--- src/rtl/blink_sched.sv ---
// Multi-requester LED blink scheduler: grants the LED to one requester, plays its blink
// pattern, inserts a gap, then pulses done. Define BLINK_SCHED_RR_EN for round-robin arbitration.
module blink_sched #(
  parameter int unsigned HALF_PERIOD = 50_000_000
) (
  input  logic        clk,
  input  logic        rst_n,
  input  logic [3:0]  req,
  input  logic [15:0] count,
  output logic [3:0]  grant,
  output logic [3:0]  done,
  output logic        busy,
  output logic        out
);

  typedef enum logic [2:0] {
    S_IDLE,
    S_ON,
    S_OFF,
    S_GAP,
    S_ZERO
  } state_t;

  localparam logic [31:0] TICK_AT = 32'(HALF_PERIOD - 1);

  state_t      r_state;
  logic [31:0] r_timer;
  logic [3:0]  r_rem;
  logic        r_gap_half;
  logic [1:0]  r_owner;
  logic [3:0]  r_grant;
  logic [3:0]  r_done;
  logic        r_busy;
  logic        r_out;
`ifdef BLINK_SCHED_RR_EN
  logic [1:0]  r_ptr;
  logic [1:0]  w_cand;
`endif

  logic        w_tick;
  logic        w_abort;
  logic        w_win_valid;
  logic [1:0]  w_win_idx;
  logic [3:0]  w_win_cnt;

  assign grant = r_grant;
  assign done  = r_done;
  assign busy  = r_busy;
  assign out   = r_out;

  assign w_tick    = (r_timer == TICK_AT);
  assign w_abort   = ~req[r_owner];
  assign w_win_cnt = count[{w_win_idx, 2'b00} +: 4];

  always_comb begin
    w_win_valid = 1'b0;
    w_win_idx   = '0;
`ifdef BLINK_SCHED_RR_EN
    w_cand      = '0;
    for (int unsigned k = 0; k < 4; k++) begin
      w_cand = r_ptr + 2'(k);
      if (!w_win_valid && req[w_cand]) begin
        w_win_valid = 1'b1;
        w_win_idx   = w_cand;
      end
    end
`else
    for (int unsigned k = 0; k < 4; k++) begin
      if (!w_win_valid && req[k]) begin
        w_win_valid = 1'b1;
        w_win_idx   = 2'(k);
      end
    end
`endif
  end

  always_ff @(posedge clk or negedge rst_n) begin
    if (!rst_n) begin
      r_state    <= S_IDLE;
      r_timer    <= '0;
      r_rem      <= '0;
      r_gap_half <= 1'b0;
      r_owner    <= '0;
      r_grant    <= '0;
      r_done     <= '0;
      r_busy     <= 1'b0;
      r_out      <= 1'b0;
`ifdef BLINK_SCHED_RR_EN
      r_ptr      <= '0;
`endif
    end else begin
      r_done  <= '0;
      r_timer <= w_tick ? '0 : r_timer + 32'd1;

      unique case (r_state)
        S_IDLE: begin
          if (w_win_valid) begin
            r_grant <= 4'b0001 << w_win_idx;
            r_busy  <= 1'b1;
            r_owner <= w_win_idx;
`ifdef BLINK_SCHED_RR_EN
            r_ptr   <= w_win_idx + 2'd1;
`endif
            // remaining holds blinks still owed after the current one
            if (w_win_cnt == 4'd0) begin
              r_state <= S_ZERO;
              r_out   <= 1'b0;
            end else begin
              r_state <= S_ON;
              r_out   <= 1'b1;
              r_rem   <= w_win_cnt - 4'd1;
              r_timer <= '0;
            end
          end
        end

        S_ON: begin
          if (w_abort) begin
            r_state <= S_IDLE;
            r_grant <= '0;
            r_busy  <= 1'b0;
            r_out   <= 1'b0;
          end else if (w_tick) begin
            r_state <= S_OFF;
            r_out   <= 1'b0;
            r_timer <= '0;
          end
        end

        S_OFF: begin
          if (w_abort) begin
            r_state <= S_IDLE;
            r_grant <= '0;
            r_busy  <= 1'b0;
            r_out   <= 1'b0;
          end else if (w_tick) begin
            r_timer <= '0;
            if (r_rem == 4'd0) begin
              r_state    <= S_GAP;
              r_gap_half <= 1'b0;
            end else begin
              r_state <= S_ON;
              r_rem   <= r_rem - 4'd1;
              r_out   <= 1'b1;
            end
          end
        end

        S_GAP: begin
          if (w_abort) begin
            r_state <= S_IDLE;
            r_grant <= '0;
            r_busy  <= 1'b0;
            r_out   <= 1'b0;
          end else if (w_tick) begin
            // the gap is two half-periods; the timer wraps between them
            if (r_gap_half) begin
              r_state <= S_IDLE;
              r_done  <= r_grant;
              r_grant <= '0;
              r_busy  <= 1'b0;
            end else begin
              r_gap_half <= 1'b1;
            end
          end
        end

        S_ZERO: begin
          r_state <= S_IDLE;
          r_done  <= r_grant;
          r_grant <= '0;
          r_busy  <= 1'b0;
        end

        default: begin
          r_state <= S_IDLE;
          r_grant <= '0;
          r_busy  <= 1'b0;
          r_out   <= 1'b0;
        end
      endcase
    end
  end

endmodule

--- config.mk ---
export PLATFORM = sky130hd
export DESIGN_NAME = blink_sched
export DESIGN_NICKNAME = d
export VERILOG_FILES = /design/src/rtl/blink_sched.sv
export SDC_FILE = /design/constraint.sdc
export NUM_CORES = 1
export LEC_CHECK = 0
export ABC_AREA = 0
export ABC_CLOCK_PERIOD_IN_PS = 2600
export CELL_PAD_IN_SITES_DETAIL_PLACEMENT = 0
export CELL_PAD_IN_SITES_GLOBAL_PLACEMENT = 1
export CORE_MARGIN = 3
export CORE_UTILIZATION = 43
export CTS_CLUSTER_SIZE = 40
export DETAILED_ROUTE_END_ITERATION = 16
export PLACE_DENSITY_LB_ADDON = 0.1
export SLEW_MARGIN = 20
export SYNTH_ARGS = -nofsm -noshare
export SYNTH_HDL_FRONTEND = slang
export SYNTH_SLANG_ARGS = --single-unit
--- constraint.sdc ---
create_clock -name clk -period 2.6 [get_ports clk]
set_input_delay 0.39 -clock clk [delete_from_list [all_inputs] [get_ports clk]]
set_output_delay 0.39 -clock clk [all_outputs]
set_load 0.005 [all_outputs]
==> results of run 1 <==
routing by layer:
layer | vias to the layer above | GRT usage (%) | share of wire (%) | routed length [um]
met2 | 42 | 27.61 | 43 | 2853
met3 | 5 | 2.838 | 3.0 | 200
li1 | 1211 | - | - | -
met5 | - | 0 | 0 | 0
met4 | 0 | 4.324 | 0.80 | 53
met1 | 1155 | 29.51 | 53 | 3494
kinds of logic after synthesis:
| group | count (synthesis) |
|---|---|
| and+or+nand+nor | 153 |
| DFF | 52 |
| muxes | 3 |
| AOI/OAI and AO/OA | 44 |
| xor gates and xnor gates | 30 |
| adders and majority gates | 2 |
| buffers and inverters | 16 |
path summary, 6_finish.rpt:
kind | slack [ns] | to
max | 0.23 | r_rem[3]
min | 0.07 | done[1]
max reg2reg | 0.24 | grant[1]
min reg2reg | 0.51 | r_rem[3]
max in group asynchronous | 1.91 | r_timer[9]
min in group clk | 0.51 | r_rem[3]
metrics by stage:
stage	setup TNS (ns)	cells	setup WS, ns	hold WS, ns	utilization [%]
after global placement	-0.01261	433	-0.01261	0.4118	56.41
after global routing	0	440	0.05928	0.1033	57.73
final	0	440	0.2342	0.06918	57.73
after CTS	0	440	0.2228	0.08521	57.73
after floorplan	0	300	0.4079	0.09441	-
after detailed placement	-0.3337	433	-0.08379	0.4135	56.41
sequential cells by signal (all words and copies together), names as in the netlist:
name,count
r_timer,32
done,4
grant,4
r_rem,4
r_state,3
r_owner,2
busy,1
out,1
r_gap_half,1
area by class of cell:
type	instances	area (um2)	share of cell area, %
Clock buffer	5	68.82	1.933
Clock inverter	2	12.51	0.3515
Inverter	6	22.52	0.6327
Multi-Input combinational cell	232	1465	41.16
Sequential cell	52	1301	36.56
Tap cell	75	93.84	2.636
Timing Repair Buffer	68	595.6	16.73
synthesized netlist by cell type, types with 2 or more instances:
cell type,count,area (um2)
nand2b_1,2,12.51
and2_1,4,25.02
nand3b_1,3,22.52
a21oi_1,6,30.03
ha_1,2,25.02
a22o_1,2,17.52
dfrtp_1,52,1301
xor2_1,23,201.4
clkbuf_1,3,11.26
o21ai_0,12,60.06
nor4_1,9,56.30
nand4_1,9,56.30
nor3b_1,2,15.01
nor4b_1,2,17.52
a32o_1,2,20.02
inv_1,6,22.52
a21o_1,2,15.01
a221oi_1,3,26.28
and4_1,5,43.79
nand3_1,18,90.09
or3_1,3,18.77
xnor2_1,7,61.31
buf_2,7,35.03
a31oi_1,2,12.51
nor3_2,2,20.02
nand2_1,24,90.09
nor2b_1,6,37.54
nor3_1,4,20.02
nor2_1,47,176.4
and3_1,7,43.79
power by group through the flow:
stage | sequential [W] | combinational (W) | clock [W]
CTS | 0.00102 | 0.000867 | 0.000455
floorplan | 0.00102 | 0.000465 | 0
global route | 0.00104 | 0.000957 | 0.000490
finish | 0.00103 | 0.000856 | 0.000433
detailed placement | 0.00104 | 0.000863 | 0
global placement | 0.00104 | 0.000851 | 0
cells in the final DEF, fill, tap and decap left out, drive strengths merged, types with 9 or more instances in the layout:
| cell type | Yosys | final |
|---|---|---|
| nor4 | 9 | 9 |
| o21ai | 12 | 12 |
| nand4 | 9 | 9 |
| nand2 | 24 | 24 |
| clkdlybuf4s50 | 0 | 30 |
| dfrtp | 52 | 52 |
| nand3 | 18 | 18 |
| xor2 | 23 | 23 |
| buf | 7 | 38 |
| nor2 | 47 | 47 |
==> reports/qor.yml, run 1 <==
worstSetupStartpointType: "input pin"
finalPower_w: 0.002317
period_needed_ns: 2.366
numCtsBuffers: 5
cp_max_fo: 5
antenna_found_initial: 0
wire_per_inst_um: 15.00
seq_area_frac_synth_pct: 45.90
fin_area_um2: 3560
grt_pass1_wl_um: 11340
timing.rr.start: "r_timer[18]"
setup_viol: 0
cts_sinks: 52
cts_tree: "done"
drt_iter0_drc: 109
powerDensity_nw_per_um2: 651.0
worstPathBufferInverterCount: 4
max_slew.worst_pin.slew_ns: 0.5753
combPwrFrac_pct: 37.0
synth_area_per_cell_um2: 9.451
status: "complete, no violations"
synth_compound_area_share_pct: 11.03
placed_area_um2: 3478
min_period_over_period_pct: 90.99
placement_rows: 28
grt_overflow_total: 0
synth_xor_area_share_pct: 9.267
viasPerCell: 5.484
grt.total_usage_pct: 18.94
synth_seq_cells: 52
synth_area_um2: 2835
wl_um: 6601
path_clk_slew_ns: 0.09
vias: 2413
cp_slowest_stage_delay_ns: 0.42
cts_setup_buffers: 0
rsz0062_at_grt: "no"
die_w_um: 87.20
drt.antenna.violating_nets: 0
cts_hold_buffers: 0
drv_slew: 0
synth-simple-area-share_pct: 28.82
crit_type: "input pin to flop"
cts_root_buf: "clkbuf_8"
synth_edf_count: 0
rr_worst_depth: 7
core_um2: 6166
switching_share_pct: 33.68
gp_congestion: 0.8344
ctsResizeCount: 0
drc_errors: 0
dp_hpwl_um: 4989
clock_latency_ns: 0.30
grt_pass1_vias: 2249
p_leak_nw: 1.557
muxShareOfSynthArea_pct: 1.677
syn_nets: 324
cp-end-kind: "flop"
clock_path_buffers: 2
path_common_cell: "buf_4"
pin_count: 32
crit_path_top_delay_cell: "clkdlybuf4s50_1"
io_buffers: 31
drive_gt1_share_pct: 14.79
first_pass_iters: 4
async_flop_share_pct: 100.0
cts-htree-levels: 2
yosys_most_used_dff: "dfrtp_1"
yosysUniqueCellTypes: 54
fmax_ghz: 0.4227
syn_to_final_growth_pct: 25.55
synthAdderAreaFrac_pct: 0.8826
antenna_cells: 0
initial_utilization_pct: 45.98
synth_top_family_by_area: "simple AND/OR/NAND/NOR gates"
fin_skew_ns: 0.005923
yosysWarnings: 0
p_clk_share_pct: 18.7
crit_cells: 10
syn_inst: 300
nFillCells: 546
vdd_drop_max_v: 0.0005944
intPower_w: 0.001537
finalHoldViolCount: 0
max-slew-margin-rel_pct: 61.29
grt_max_degree: 31
cap_violations: 0
seq_power_share_pct: 44.4
cp.arrival_ns: 2.54
power.switching_w: 0.0007805
cp_cell_sequence: "clkdlybuf4s50_1 > buf_4 > nor4b_4 > buf_4 > o21ai_0 > and3_1 > and4_4 > buf_4 > o41ai_1 > o31ai_1"
required_ns: 2.77
crit_start: "req[1]"
crit_family: "buffers and inverters"
design.die.area_um2: 7604
hold_class: "input pin to asynchronous set/reset pin"
die_h_um: 87.20
fin_nets: 389
No activity file was read; power rests on OpenSTA's default activity.
==> run 2, diff against run 1 <==
CORE_UTILIZATION = 40   (was 43)
RECOVER_POWER = 25   (was not set)
==> run 2 against run 1 <==
Effect of this change:
- worst hold slack improved by 0.28 ns
- sequential share of layout area decreased by 1.2 points
- combinational power is essentially flat
- critical endpoint is now grant[2]
- design area rose by 3.5%
- largest cell class unchanged
- critical path depth is 3 lower
==> reports/qor.yml, run 2 (same netlist as run 1, synthesis figures left out) <==
numCtsBuffers: 5  # unchanged
fin_area_um2: 3685  # +3.5%
vdd_drop_max_v: 0.0003995  # -33%
clock_path_buffers: 2  # unchanged
drt.antenna.violating_nets: 0  # unchanged
hold_slack_ns: 0.3498  # +0.2806 ns
cts_sinks: 52  # unchanged
cap_violations: 0  # unchanged
final_common_cell: "dfrtp_1"
grt_overflow_total: 0  # unchanged
largest-register: "r_timer"
path_clk_slew_ns: 0.10  # about the same
cts-htree-levels: 2  # unchanged
wire_per_inst_um: 13.86  # -7.6%
hold_class: "input pin to asynchronous set/reset pin"
core_um2: 6832  # +11%
period_needed_ns: 2.489  # +0.1229 ns
syn_to_final_growth_pct: 29.96
max-slew-margin-rel_pct: 11.94  # -49 points
cp_slowest_stage_delay_ns: 0.56  # +0.14 ns
pin_count: 32  # unchanged
viasPerCell: 5.124  # -6.6%
initial_utilization_pct: 41.50  # -4.5 points
crit_path_top_delay_cell: "or4_4"
timing.rr.start: "r_timer[27]"
crit_type: "flop to flop"
rr_worst_depth: 7  # unchanged
fin_nets: 394  # +1.3%
dp_hpwl_um: 4931  # -1.1%
drc_errors: 0  # unchanged
placed_area_um2: 3567  # +2.6%
min_period_over_period_pct: 95.72  # +4.7 points
setup_viol: 0  # unchanged
die_h_um: 90.19  # +3.4%
first_pass_iters: 5  # +1
antenna_cells: 0  # unchanged
largest_reg_flops: 32  # unchanged
fin_skew_ns: 0.005622  # -0.0003010 ns
placement_rows: 30  # +7.1%
status: "complete, no violations"
powerDensity_nw_per_um2: 667.6  # +2.6%
drive_gt1_share_pct: 16.44  # +1.6 points
die_w_um: 90.19  # +3.4%
grt.total_usage_pct: 17.46  # -1.5 points
mostFrequentLayoutCells: "dfrtp_1, nor2_1, buf_4, clkdlybuf4s50_1, nand2_1"
cp_cell_sequence: "nor4b_1 > nand4_1 > buf_4 > or4_4 > o21ai_0 > a211oi_2 > a32o_1"
drt_iter0_drc: 146  # +34%
max_slew.worst_pin.slew_ns: 1.321  # +0.7456 ns
required_ns: 2.80  # +0.03 ns
cp_max_fo: 6  # +1
vias: 2393  # -0.83%
grt_pass1_wl_um: 11790  # +4.0%
setup_tns_ns: 0  # unchanged
r2r-end: "grant[2]"
wl_um: 6472  # -2.0%
drv_slew: 0  # unchanged
worstSetupStartpointType: "flop"
cts_tree: "done"
finalHoldViolCount: 0  # unchanged
cp-end-kind: "flop"
p_leak_nw: 1.607  # +3.2%
cp.arrival_ns: 2.69  # +0.15 ns
cts_root_buf: "clkbuf_8"
finalPower_w: 0.002460  # +6.2%
cts_hold_buffers: 0  # unchanged
grt_max_degree: 31  # unchanged
r2r_slack_ns: 0.11  # -0.13 ns
antenna_found_initial: 0  # unchanged
fmax_ghz: 0.4018  # -4.9%
clock_latency_ns: 0.30  # about the same
grt_pass1_vias: 2449  # +8.9%
design.die.area_um2: 8134  # +7.0%
io_buffers: 31  # unchanged
gp_congestion: 0.8094  # -3.0%
run 2: report_power, final:
part           switching, W  internal [W]  leakage (nW)
registers          0.000101      0.000921         0.701
logic              0.000420      0.000433         0.845
clock network      0.000270      0.000315        0.0614
total              0.000791       0.00167          1.61
run 2: worst max-delay path by stage:
| stage | start | cells after the start | end | slack [ns] |
|---|---|---|---|---|
| 5_1_grt | r_timer[27] | 8 | r_rem[3] | -0.02 |
| 2_1_floorplan | req[2] | 7 | r_rem[2] | 0.41 |
| 4_1_cts | r_timer[27] | 7 | grant[1] | 0.14 |
| 3_3_place_gp | req[1] | 8 | r_rem[2] | -0.11 |
| 3_5_place_dp | req[1] | 8 | r_rem[2] | -0.17 |
| 6_report | r_timer[27] | 7 | grant[2] | 0.11 |
run 2: layer usage:
| metal | wire length, um | GRT usage [%] | vias up |
|---|---|---|---|
| met1 | 3488 | 26.62 | 1125 |
| met3 | 251 | 3.013 | 4 |
| li1 | - | - | 1221 |
| met2 | 2672 | 25.51 | 43 |
| met5 | 0 | 0 | - |
| met4 | 59 | 4.592 | 0 |
run 2: per-stage QoR:
stage / instances / setup slack (ns) / utilization (%)
2_1_floorplan: 300 / 0.4079 / -
3_3_place_gp: 459 / -0.1130 / 52.22
3_5_place_dp: 459 / -0.1720 / 52.22
4_1_cts: 467 / 0.1379 / 53.99
5_1_grt: 467 / -0.02395 / 53.94
6_report: 467 / 0.1113 / 53.94
run 2: critical path, delay by kind of cell, from the launching register on:
kind / cells / cell delay (ns)
buffers and inverters: 1 / 0.20
AOI/OAI and AO/OA: 3 / 0.60
DFF: 1 / 0.40
and+or+nand+nor: 3 / 1.18
run 2: timing repair:
| action | in CTS | in global routing |
|---|---|---|
| buffers inserted | 0 | 0 |
| setup endpoints to repair | 0 | 1 |
| resized for setup | 0 | 2 |
run 2: area by class of cell:
cell class,count,area [um2]
clock buffer,6,82.58
sequential,52,1301
clock inverter,2,38.79
timing repair buffer,73,641.9
tap,96,120.1
fill,649,3147
inverter,6,22.52
multi-input combinational,232,1478
==> variant 1, RTL diff (flow settings as in run 2) <==
Build with the macro `BLINK_SCHED_RR_EN` defined.
--- a/src/rtl/blink_sched.sv
+++ b/src/rtl/blink_sched.sv
@@ -1,5 +1,7 @@
 // Multi-requester LED blink scheduler: grants the LED to one requester, plays its blink
 // pattern, inserts a gap, then pulses done. Define BLINK_SCHED_RR_EN for round-robin arbitration.
+`define BLINK_SCHED_RR_EN
+
 module blink_sched #(
   parameter int unsigned HALF_PERIOD = 50_000_000
 ) (
Function: changed (a bounded check fails within 4 cycles, from zero or initial values and one cycle with rst_n low).
==> variant 1 against run 2 <==
  * Power up 31%
  * Design area is 8.7% higher
  * Setup slack got worse by 0.026 ns
  * Routed wire length rose by 9.0%
  * Via count up 7.8%
  * Core utilization fell by 0.16 points
  * Sequential cell count increased by 2
  * Synthesized area up 11%
==> variant 1: results (changes against run 2) <==
| Metric | Value |
|---|---|
| Ranking of synthesized cells by area | dfrtp_1 (43%), nor2_1 (7.4%), xor2_1 (4.5%), xnor2_1 (4.2%), nand2_1 (4.1%) (was dfrtp_1 (46%), xor2_1 (7.1%), nor2_1 (6.2%), nand3_1 (3.2%), nand2_1 (3.2%)) |
| Drt pass-1 iters | 4 (was 5) |
| Switching pwr | 1.17 mW (was 0.791 mW) |
| GRT Overall Usage | 17.4% (was 17.5%) |
| Crit-path max cell delay | 0.53 ns (was 0.56 ns) |
| Synth Area in XOR/XNOR | 8.65% (was 9.27%) |
| Gate Count Post-Synth | 339 (was 300) |
| Share of cells above drive strength 1 | 17.2% (was 16.4%) |
| Multi-input logic portion of the cell area | 43.2% (was 40.1%) |
| DP Wirelength | 5.50 mm (was 4.93 mm) |
| First-pass GRT wire length | 12.3 mm (was 11.8 mm) |
| Compound-Gate Fraction of Synth Area | 12.0% (was 11.0%) |
| Mux cell area share after synthesis | 4.50% (was 1.68%) |
| Status | finished clean (unchanged) |
| Met3 Usage GRT | 2.71% (was 3.01%) |
| Synth Area per Inst | 9.26 um2 (was 9.45 um2) |
| Top cell family by delay on the critical path | compound AO/OA/AOI/OAI gates (was simple AND/OR/NAND/NOR gates) |
| Clock-cell share of area | 2.62% (was 3.29%) |
| Met3 wire len | 254 um (was 251 um) |
| Clock skew after layout | 0.00864 ns (was 0.00562 ns) |
| Synth Area in Adders | 2.39% (was 0.883%) |
| Nets | 434 (was 394) |
| Met1 usage | 26.6% (about the same) |
| Leak Pwr | 1.71 nW (was 1.61 nW) |
| Inverter count | 14 (was 6) |
| Peak VDD IR | 0.412 mV (was 0.399 mV) |
| Final GP Congestion | 0.846 (was 0.809) |
| Distinct cell type count after synthesis | 62 (was 54) |
| WL/cell | 13.9 um (about the same) |
| Combinational share of power | 49.8% (was 34.7%) |
| Slew @ Worst Pin | 1.16 ns (was 1.32 ns) |
[variant 1: timing repair]
action                                  in CTS  in global routing
endpoints found under the hold margin        8                  0
endpoints found under the setup margin       0                 24
gates resized for setup                      0                 14
hold buffers                                 1                  0
[variant 1: through the flow]
stage                     hold WS, ns  util [%]  setup WS (ns)
after floorplan                0.0944         -          0.342
after global placement          0.254      51.6         -0.196
after detailed placement        0.261      51.6         -0.260
after CTS                       0.454      53.2         0.0651
after global routing            0.500      53.8        0.00434
final                           0.461      53.8         0.0856
[variant 1: worst paths after layout]
path / start / to / slack [ns] / cells after the start
worst max-delay path: req[0] / r_rem[0] / 0.09 / 10
worst min-delay path: r_timer[0] / r_timer[0] / 0.46 / 1
worst max register to register: r_ptr[1] / r_rem[0] / 0.17 / 9
worst min register to register: r_timer[0] / r_timer[0] / 0.46 / 1
max in group asynchronous: rst_n / r_timer[11] / 0.61 / 3
min in group asynchronous: rst_n / grant[3] / 0.56 / 2
==> variant 2, RTL diff (settings of run 2) <==
Without the edit above. One comparison of `r_timer` changes from == to >=.
--- a/src/rtl/blink_sched.sv
+++ b/src/rtl/blink_sched.sv
@@ -48,7 +48,7 @@
   assign busy  = r_busy;
   assign out   = r_out;
 
-  assign w_tick    = (r_timer == TICK_AT);
+  assign w_tick    = (r_timer >= TICK_AT);
   assign w_abort   = ~req[r_owner];
   assign w_win_cnt = count[{w_win_idx, 2'b00} +: 4];
 
Behaviour: no difference found for any inputs over 10 cycles, from zero or initial values and one cycle with rst_n low; that may be too few to reach the edited logic, so the function may still have changed.
==> variant 2 against run 2 <==
  * Clock power barely moved
  * Synthesized area fell by 4.2%
  * Setup slack improved by 0.19 ns
  * Global-route usage fell by 1.1 points
  * Via count fell by 13%
  * Non-clock buffer count fell by 14
  * Power fell by 2.0%
  * Die area fell by 3.9%
  * Final cell count fell by 13%
  * Design area fell by 7.4%
  * Clock skew rose by 0.0036 ns
  * Routed wire length fell by 12%
  * Sequential cell count did not move
  * Critical endpoint is now r_state[0]
  * Largest power group unchanged
==> variant 2: results (changes against run 2) <==
| Metric | Value |
|---|---|
| Clock skew after layout | 0.00917 ns (was 0.00562 ns) |
| Nets | 351 (was 394) |
| Max FO, Critical Path | 8 (was 6) |
| Final hold slack | 0.436 ns (was 0.350 ns) |
| Vias in the first global route | 2077 (was 2449) |
| Worst EP arrival | 2.49 ns (was 2.69 ns) |
| Ant diodes | 0 (unchanged) |
| Starting DRC count in detailed routing | 121 (was 146) |
| Leak Pwr | 1.41 nW (was 1.61 nW) |
| Critical path startpoint | req[1] (was r_timer[27]) |
| Share of cells above drive strength 1 | 17.7% (was 16.4%) |
| Net Sw Frac | 31.0% (was 32.2%) |
| Seq power | 1.04 mW |
| Comb_multi_in | 200 (was 232) |
| First-pass GRT wire length | 9.92 mm (was 11.8 mm) |
| Max Cap Viol | 0 (unchanged) |
| Drt pass-1 iters | 4 (was 5) |
| Combinational share of power | 32.6% (was 34.7%) |
| Sequential cell area share | 38.1% (was 35.3%) |
| Inverter count | 9 (was 6) |
| Largest net degree at the start of global routing | 53 (was 31) |
| GRT Overall Usage | 16.3% (was 17.5%) |
| Ranking of synthesized cells by area | dfrtp_1 (48%), xor2_1 (4.5%), nor2_1 (4.1%), xnor2_1 (3.5%), nor2_2 (2.3%) (was dfrtp_1 (46%), xor2_1 (7.1%), nor2_1 (6.2%), nand3_1 (3.2%), nand2_1 (3.2%)) |
| DP Wirelength | 4.13 mm (was 4.93 mm) |
| Worst r2r dst | r_state[0] (was grant[2]) |
| Synth Area in Adders | 0.921% (was 0.883%) |
| Htree depth | 2 (unchanged) |
| Compound-Gate Fraction of Synth Area | 13.1% (was 11.0%) |
| Peak VDD IR | 0.451 mV (was 0.399 mV) |
| Maximum clock path buffer count | 2 (unchanged) |
| Top cell family by delay on the critical path | multiplexers (was simple AND/OR/NAND/NOR gates) |
| Status | finished clean (unchanged) |
| R2r setup slk | 0.38 ns (was 0.11 ns) |
| DRT Wirelength | 5.67 mm (was 6.47 mm) |
| Fill count | 613 (was 649) |
| Mux cell area share after synthesis | 2.86% (was 1.68%) |
| R2R Path Start | r_timer[0] (was r_timer[27]) |
| Non-Clock Buffer Count | 59 (was 73) |
| Sequential cell area fraction in the yosys report | 47.9% (was 45.9%) |
| Switching pwr | 0.747 mW (was 0.791 mW) |
| Distinct cell type count after synthesis | 52 (was 54) |
| Crit-path max cell delay | 0.51 ns (was 0.56 ns) |
| Slew @ Worst Pin | 1.28 ns (was 1.32 ns) |
| NonClk Buf Share | 15.4% (was 17.4%) |
| Synth Area in XOR/XNOR | 8.06% (was 9.27%) |
| Synth cell count leaders | dfrtp_1 (52), nor2_1 (30), nand2_1 (16) (was dfrtp_1 (52), nor2_1 (47), nand2_1 (24)) |
| Drt via density | 5.16 (was 5.12) |
| Multi-input logic portion of the cell area | 39.1% (was 40.1%) |
-- variant 2: cell count changes in the layout (fill, tap and decap cells not counted), sizes merged, moves of 5 or more --
| cell | run 2 | this run |
|---|---|---|
| nand2 | 24 | 16 |
| buf | 41 | 28 |
| nor2 | 47 | 40 |
| and3 | 7 | 2 |
| conb | 0 | 6 |
| nand3 | 18 | 12 |
| a21o | 2 | 7 |
| xor2 | 23 | 14 |
-- variant 2: routing by layer --
metal | vias up | share of wire (%) | track usage (%)
met5 | - | 0 | 0
met4 | 0 | 0.70 | 4.67
met3 | 2 | 3.3 | 4.38
met2 | 33 | 46 | 25.4
met1 | 990 | 50 | 22.5
li1 | 1066 | - | -
-- variant 2: through the flow --
step	setup TNS, ns	setup slack, ns	cell area (um2)	instances
after floorplan	0	0.514	2740	271
final	0	0.298	3410	405
after detailed placement	-0.0214	-0.00944	3290	397
after global placement	-0.0723	-0.0315	3290	397
after CTS	0	0.307	3410	405
after global routing	0	0.162	3410	405
